<file path="src/rtl/pool_stream_ctrl.sv">
// pool_stream_ctrl
// Flow controller between the convolution output stream and the 2x2 pooling
// line-buffer datapath. Pixels are forwarded one line at a time. A new line
// is only started when a pool line buffer is free (a credit), so back-pressure
// appears only at line boundaries. Pooled row pairs reported by the datapath
// return two credits each and are counted toward frame completion.
module pool_stream_ctrl #(
  parameter int LINE_PIXELS = 510,
  parameter int FRAME_LINES = 510,
  parameter int NUM_LB      = 4,
  parameter int DATA_W      = 24
) (
  input  logic              i_clk,
  input  logic              i_rst,
  input  logic              i_start,
  input  logic [DATA_W-1:0] i_in_data,
  input  logic              i_in_valid,
  output logic              o_in_ready,
  output logic [DATA_W-1:0] o_pool_data,
  output logic              o_pool_data_valid,
  input  logic              i_pool_intr,
  output logic              o_busy,
  output logic              o_frame_done,
  output logic [8:0]        o_rows_pooled,
  output logic              o_err
);

  localparam int PIX_W  = $clog2(LINE_PIXELS);
  localparam int LINE_W = $clog2(FRAME_LINES + 1);

  localparam logic [PIX_W-1:0]  PIX_LAST  = PIX_W'(LINE_PIXELS - 1);
  localparam logic [LINE_W-1:0] LINE_LAST = LINE_W'(FRAME_LINES - 1);
  localparam logic [8:0]        ROWS_MAX  = 9'(FRAME_LINES / 2);
  localparam logic [2:0]        CRED_MAX  = 3'(NUM_LB);

  typedef enum logic [1:0] {
    ST_IDLE  = 2'd0,
    ST_RUN   = 2'd1,
    ST_DRAIN = 2'd2,
    ST_DONE  = 2'd3
  } state_t;

  state_t              state_q, state_d;
  logic [PIX_W-1:0]    pix_cnt_q, pix_cnt_d;
  logic [LINE_W-1:0]   line_cnt_q, line_cnt_d;
  logic [2:0]          credits_q, credits_d;
  logic [8:0]          rows_q, rows_d;
  logic                err_q, err_d;
  logic [DATA_W-1:0]   pool_data_q, pool_data_d;
  logic                pool_valid_q, pool_valid_d;

  logic                in_ready;
  logic                xfer;
  logic                line_start;
  logic [3:0]          cred_sum;

  // State and counter registers; everything returns to its idle value on reset.
  always_ff @(posedge i_clk) begin
    if (i_rst) begin
      state_q      <= ST_IDLE;
      pix_cnt_q    <= '0;
      line_cnt_q   <= '0;
      credits_q    <= CRED_MAX;
      rows_q       <= '0;
      err_q        <= 1'b0;
      pool_data_q  <= '0;
      pool_valid_q <= 1'b0;
    end else begin
      state_q      <= state_d;
      pix_cnt_q    <= pix_cnt_d;
      line_cnt_q   <= line_cnt_d;
      credits_q    <= credits_d;
      rows_q       <= rows_d;
      err_q        <= err_d;
      pool_data_q  <= pool_data_d;
      pool_valid_q <= pool_valid_d;
    end
  end

  // Next-state logic: handshake, line/credit bookkeeping and frame sequencing.
  always_comb begin
    state_d      = state_q;
    pix_cnt_d    = pix_cnt_q;
    line_cnt_d   = line_cnt_q;
    credits_d    = credits_q;
    rows_d       = rows_q;
    err_d        = err_q;
    pool_data_d  = pool_data_q;
    pool_valid_d = 1'b0;

    // Mid-line pixels are always accepted; a new line needs a free buffer.
    in_ready   = (state_q == ST_RUN) && ((pix_cnt_q != '0) || (credits_q != 3'd0));
    xfer       = in_ready && i_in_valid;
    line_start = xfer && (pix_cnt_q == '0);

    // A line start implies credits_q >= 1, so this never underflows.
    cred_sum = {1'b0, credits_q}
             + (i_pool_intr ? 4'd2 : 4'd0)
             - (line_start  ? 4'd1 : 4'd0);

    if (xfer) begin
      pool_data_d  = i_in_data;
      pool_valid_d = 1'b1;
    end

    case (state_q)
      ST_IDLE: begin
        if (i_start) begin
          pix_cnt_d  = '0;
          line_cnt_d = '0;
          rows_d     = '0;
          err_d      = 1'b0;
          credits_d  = CRED_MAX;
          state_d    = ST_RUN;
        end
        // A pooled pair with no frame in flight is a protocol error.
        if (i_pool_intr) begin
          err_d = 1'b1;
        end
      end

      ST_RUN, ST_DRAIN: begin
        if (cred_sum > {1'b0, CRED_MAX}) begin
          credits_d = CRED_MAX;
          err_d     = 1'b1;
        end else begin
          credits_d = cred_sum[2:0];
        end

        if (i_pool_intr) begin
          if (rows_q < ROWS_MAX) begin
            rows_d = rows_q + 9'd1;
          end else begin
            err_d = 1'b1;
          end
        end

        if (state_q == ST_RUN) begin
          if (xfer) begin
            if (pix_cnt_q == PIX_LAST) begin
              pix_cnt_d  = '0;
              line_cnt_d = line_cnt_q + LINE_W'(1);
              if (line_cnt_q == LINE_LAST) begin
                state_d = ST_DRAIN;
              end
            end else begin
              pix_cnt_d = pix_cnt_q + PIX_W'(1);
            end
          end
        end else if (rows_q == ROWS_MAX) begin
          state_d = ST_DONE;
        end
      end

      default: begin
        if (i_pool_intr) begin
          err_d = 1'b1;
        end
        state_d = ST_IDLE;
      end
    endcase
  end

  assign o_in_ready        = in_ready;
  assign o_pool_data       = pool_data_q;
  assign o_pool_data_valid = pool_valid_q;
  assign o_busy            = (state_q == ST_RUN) || (state_q == ST_DRAIN);
  assign o_frame_done      = (state_q == ST_DONE);
  assign o_rows_pooled     = rows_q;
  assign o_err             = err_q;

endmodule

</file>
<file path="config.mk">
export PLATFORM = sky130hd
export DESIGN_NAME = pool_stream_ctrl
export DESIGN_NICKNAME = d
export VERILOG_FILES = /design/src/rtl/pool_stream_ctrl.sv
export SDC_FILE = /design/constraint.sdc
export NUM_CORES = 1
export LEC_CHECK = 0
export ABC_AREA = 0
export CAP_MARGIN = 20
export CORE_UTILIZATION = 45
export CTS_CLUSTER_SIZE = 10
export DETAILED_ROUTE_END_ITERATION = 10
export GPL_ROUTABILITY_DRIVEN = 0
export PLACE_DENSITY = 0.77
export SLEW_MARGIN = 20
export SYNTH_ARGS = -nofsm -noshare
export SYNTH_HDL_FRONTEND = slang
export SYNTH_SLANG_ARGS = --single-unit
export TNS_END_PERCENT = 100
</file>
<file path="constraint.sdc">
create_clock -name i_clk -period 5.55 [get_ports i_clk]
set_clock_uncertainty 0.15 [all_clocks]
set_input_delay 1.11 -clock i_clk [delete_from_list [all_inputs] [get_ports i_clk]]
set_output_delay 1.11 -clock i_clk [all_outputs]
set_load 0.02 [all_outputs]
</file>
==> flow_metrics.env <==
export IMPL_synth_async_reset_ratio_pct=0
export IMPL_port_buffers=66
export IMPL_worst_slew_pin_slew_ns=0.9163
export IMPL_clock_path_buffers=2
export IMPL_slowest_delay_ns=0.55
export IMPL_avgSynthCellArea_um2=8.628
export IMPL_endpoint_kind="output pin"
export IMPL_grt_max_degree=38
export IMPL_cts_buffers=9
export IMPL_num_fill_cells=597
export IMPL_clkTransAtPathRegs_ns=0.07
export IMPL_vias=2956
export IMPL_synth_top_flop_cell="dfxtp_1"
export IMPL_p_leak_nw=1.537
export IMPL_grt_overflow_total=0
export IMPL_crit_path_max_fanout=7
export IMPL_synthAdderAreaFrac_pct=6.198
export IMPL_crit_type="register to output pin"
export IMPL_htree_levels=3
export IMPL_synth_area_leaders="dfxtp_1 (37%), mux2i_1 (11%), ha_1 (5.6%)"
export IMPL_root_buffer="clkbuf_8"
export IMPL_die_h_um=85.66
export IMPL_via_per_inst=5.630
export IMPL_path_buf_inv=2
export IMPL_yosys_area_top_type="dfxtp_1"
export IMPL_synth_xor_xnor_area_share_pct=0.2781
export IMPL_synth_edf_count=0
export IMPL_clkLatencyLatePin_ns=0.34
export IMPL_ios=67
export IMPL_outcome="finished clean"
export IMPL_first_global_vias=2699
export IMPL_irDropWorstVdd_v=0.0002656
export IMPL_cp_start_kind="register"
export IMPL_routed_wl_um=7577
export IMPL_cp_startpoint="pix_cnt_q[0]$_SDFFE_PP0P_"
export IMPL_grt_usage_pct=21.46
export IMPL_max_slew_margin_rel_pct=38.40
export IMPL_synth_top_area_share_pct=36.87
export IMPL_start_util_pct=46.35
export IMPL_grt_pass1_wl_um=12660
export IMPL_cts_tree="done"
export IMPL_final_util_pct=60.31
export IMPL_rsz0062_at_grt="no"
export IMPL_period_share_pct=67.67
export IMPL_synth_seq_cells=58
export IMPL_die_area_um2=7337
export IMPL_worstHoldPathType="register to register"
export IMPL_antennaDiodeCount=0
export IMPL_setup_violations=0
export IMPL_ys_seq_area_share_pct=36.87
export IMPL_cp_slowest_cell="clkdlybuf4s50_1"
export IMPL_drt_initial_drc_count=108
export IMPL_drtPass1Iterations=5
export IMPL_syn_num_nets=409
export IMPL_r2r_start="pix_cnt_q[0]$_SDFFE_PP0P_"
export IMPL_min_from="credits_q[1]$_SDFFE_PP0P_"
export IMPL_syn_to_final_growth_pct=30.12
export IMPL_detail_route_antenna_nets=0
export IMPL_core_area_um2=6794
export IMPL_power_density_nw_per_um2=405.6
export IMPL_synth_area_um2=3149
export IMPL_rows=30
export IMPL_ys_warn_count=0
export IMPL_cp_arrival_ns=2.50
export IMPL_synth_top_family_by_area="simple AND/OR/NAND/NOR gates"
export IMPL_max_clock_freq_mhz=266.3
export IMPL_maxCapViolCount=0
export IMPL_path_cells="inv_1 > ha_1 > or4b_4 > or2_2 > o21a_1 > clkdlybuf4s50_1"
export IMPL_min_period_ns=3.755
export IMPL_dpl_hpwl_um=5207
export IMPL_clock_sinks=58
export IMPL_hold_violations=0
export IMPL_hold_buffers=0
export IMPL_drc=0
export IMPL_die_w_um=85.66
export IMPL_syn_inst=365
export IMPL_antenna_found_initial=0
export IMPL_wire_per_inst_um=14.43
export IMPL_tns_ns=0
export IMPL_postCtsSetupBuffers=0
export IMPL_fin_nets=468
export IMPL_final_max_slew_viol_count=0
export IMPL_total_power_w=0.001662
export IMPL_drive_gt1_share_pct=6.294
export IMPL_synth_compound_area_share_pct=15.22
export IMPL_crit_required_ns=4.29
export IMPL_synth_simple_gate_area_share_pct=23.12
export IMPL_synth_cell_types=50
export IMPL_critPathTopFamily="simple AND/OR/NAND/NOR gates"
export IMPL_cts_resized=0
export IMPL_synth_mux_area_share_pct=11.84
[state kept, by name, summed over array words and instances (netlist names)]
signal and flops:
credits_q 3, line_cnt_q 9, o_err 1, o_pool_data 24, o_pool_data_valid 1, o_rows_pooled 9
pix_cnt_q 9, state_q 2
[synthesized netlist by cell type (2+ instances only)]
master and count:
or4_1 5, a2111oi_0 4, o21ai_0 7, nand4_1 12
a211oi_1 6, o31ai_1 3, nor2b_1 4, nand2b_1 8
inv_1 26, mux2_2 2, nor4_1 9, clkbuf_1 15
ha_1 14, o21a_1 3, nand3_1 18, o32ai_1 3
a211o_1 3, a21oi_1 9, mux2i_1 35, buf_8 2
nor2_1 37, o211ai_1 12, or2_2 2, dfxtp_1 58
a31oi_1 6, nand2_1 24, nor3_1 13, or3_1 3
[cells by family after synthesis]
family | count (synthesis)
multiplexers | 37
XOR/XNOR | 1
adder cells (fa/ha/maj) | 15
AND/OR/NAND/NOR | 142
buffers and inverters | 46
AO/OA/AOI/OAI | 66
flip-flops | 58
[per-stage QoR]
step	setup WS, ns	cells	instance area, um^2	hold slack [ns]
after CTS	1.772	525	4098	0.3304
after detailed placement	1.501	509	3849	0.3182
after global placement	1.638	509	3849	0.3107
after global routing	1.625	525	4098	0.3452
final	1.795	525	4098	0.3299
after floorplan	2.346	365	3149	0.2910
[cell usage in the layout, fill, tap and decap left out, drive strengths merged, types with 6 or more instances in the layout]
master and count:
dfxtp 58, a21oi 9, nor4 10, a211oi 6
nand4 12, o211ai 12, ha 14, inv 27
nor2 37, o21ai 8, nand2 24, nand3 18
nor3 13, clkdlybuf4s50 66, a31oi 6, clkbuf 9
nand2b 8, mux2i 35, or4 6
[report_power, final]
part / internal [W] / switching (W)
sequential: 0.000457 / 0.0000298
clock: 0.000302 / 0.000184
combinational: 0.000260 / 0.000430
total: 0.00102 / 0.000644
[area by class of cell]
type / count / area [um^2] / share of cell area, %
clock buffer: 9 / 123.9 / 3.023
tap: 96 / 120.1 / 2.931
timing repair buffer: 68 / 675.6 / 16.49
inverter: 26 / 97.59 / 2.382
clock inverter: 7 / 125.1 / 3.053
sequential: 58 / 1161 / 28.34
multi-input combinational: 261 / 1794 / 43.79
[final timing paths]
kind / to / slack [ns] / depth (start not counted)
max: o_in_ready / 1.79 / 6
min: credits_q[1]$_SDFFE_PP0P_ / 0.33 / 2
max reg2reg: credits_q[1]$_SDFFE_PP0P_ / 2.00 / 13
min reg2reg: credits_q[1]$_SDFFE_PP0P_ / 0.33 / 2
[layer usage]
layer	global-route usage, %	up-vias	share of wire, %
li1	-	1459	-
met5	0	-	0
met3	4.620	7	6.1
met1	28.67	1395	46
met2	34.47	95	47
met4	7.273	0	0.81
[worst register-to-register path, cell delays in order (launching register included)]
cell and delay, ns:
dfxtp_1 0.37, inv_1 0.08, ha_1 0.14, or4b_4 0.50
o311ai_4 0.29, buf_4 0.42, nor2_1 0.13, ha_1 0.21
inv_1 0.05, ha_1 0.16, fa_1 0.45, a211oi_1 0.28
nand3_1 0.12, a21oi_1 0.14
Power figures use the tool's default switching activity.
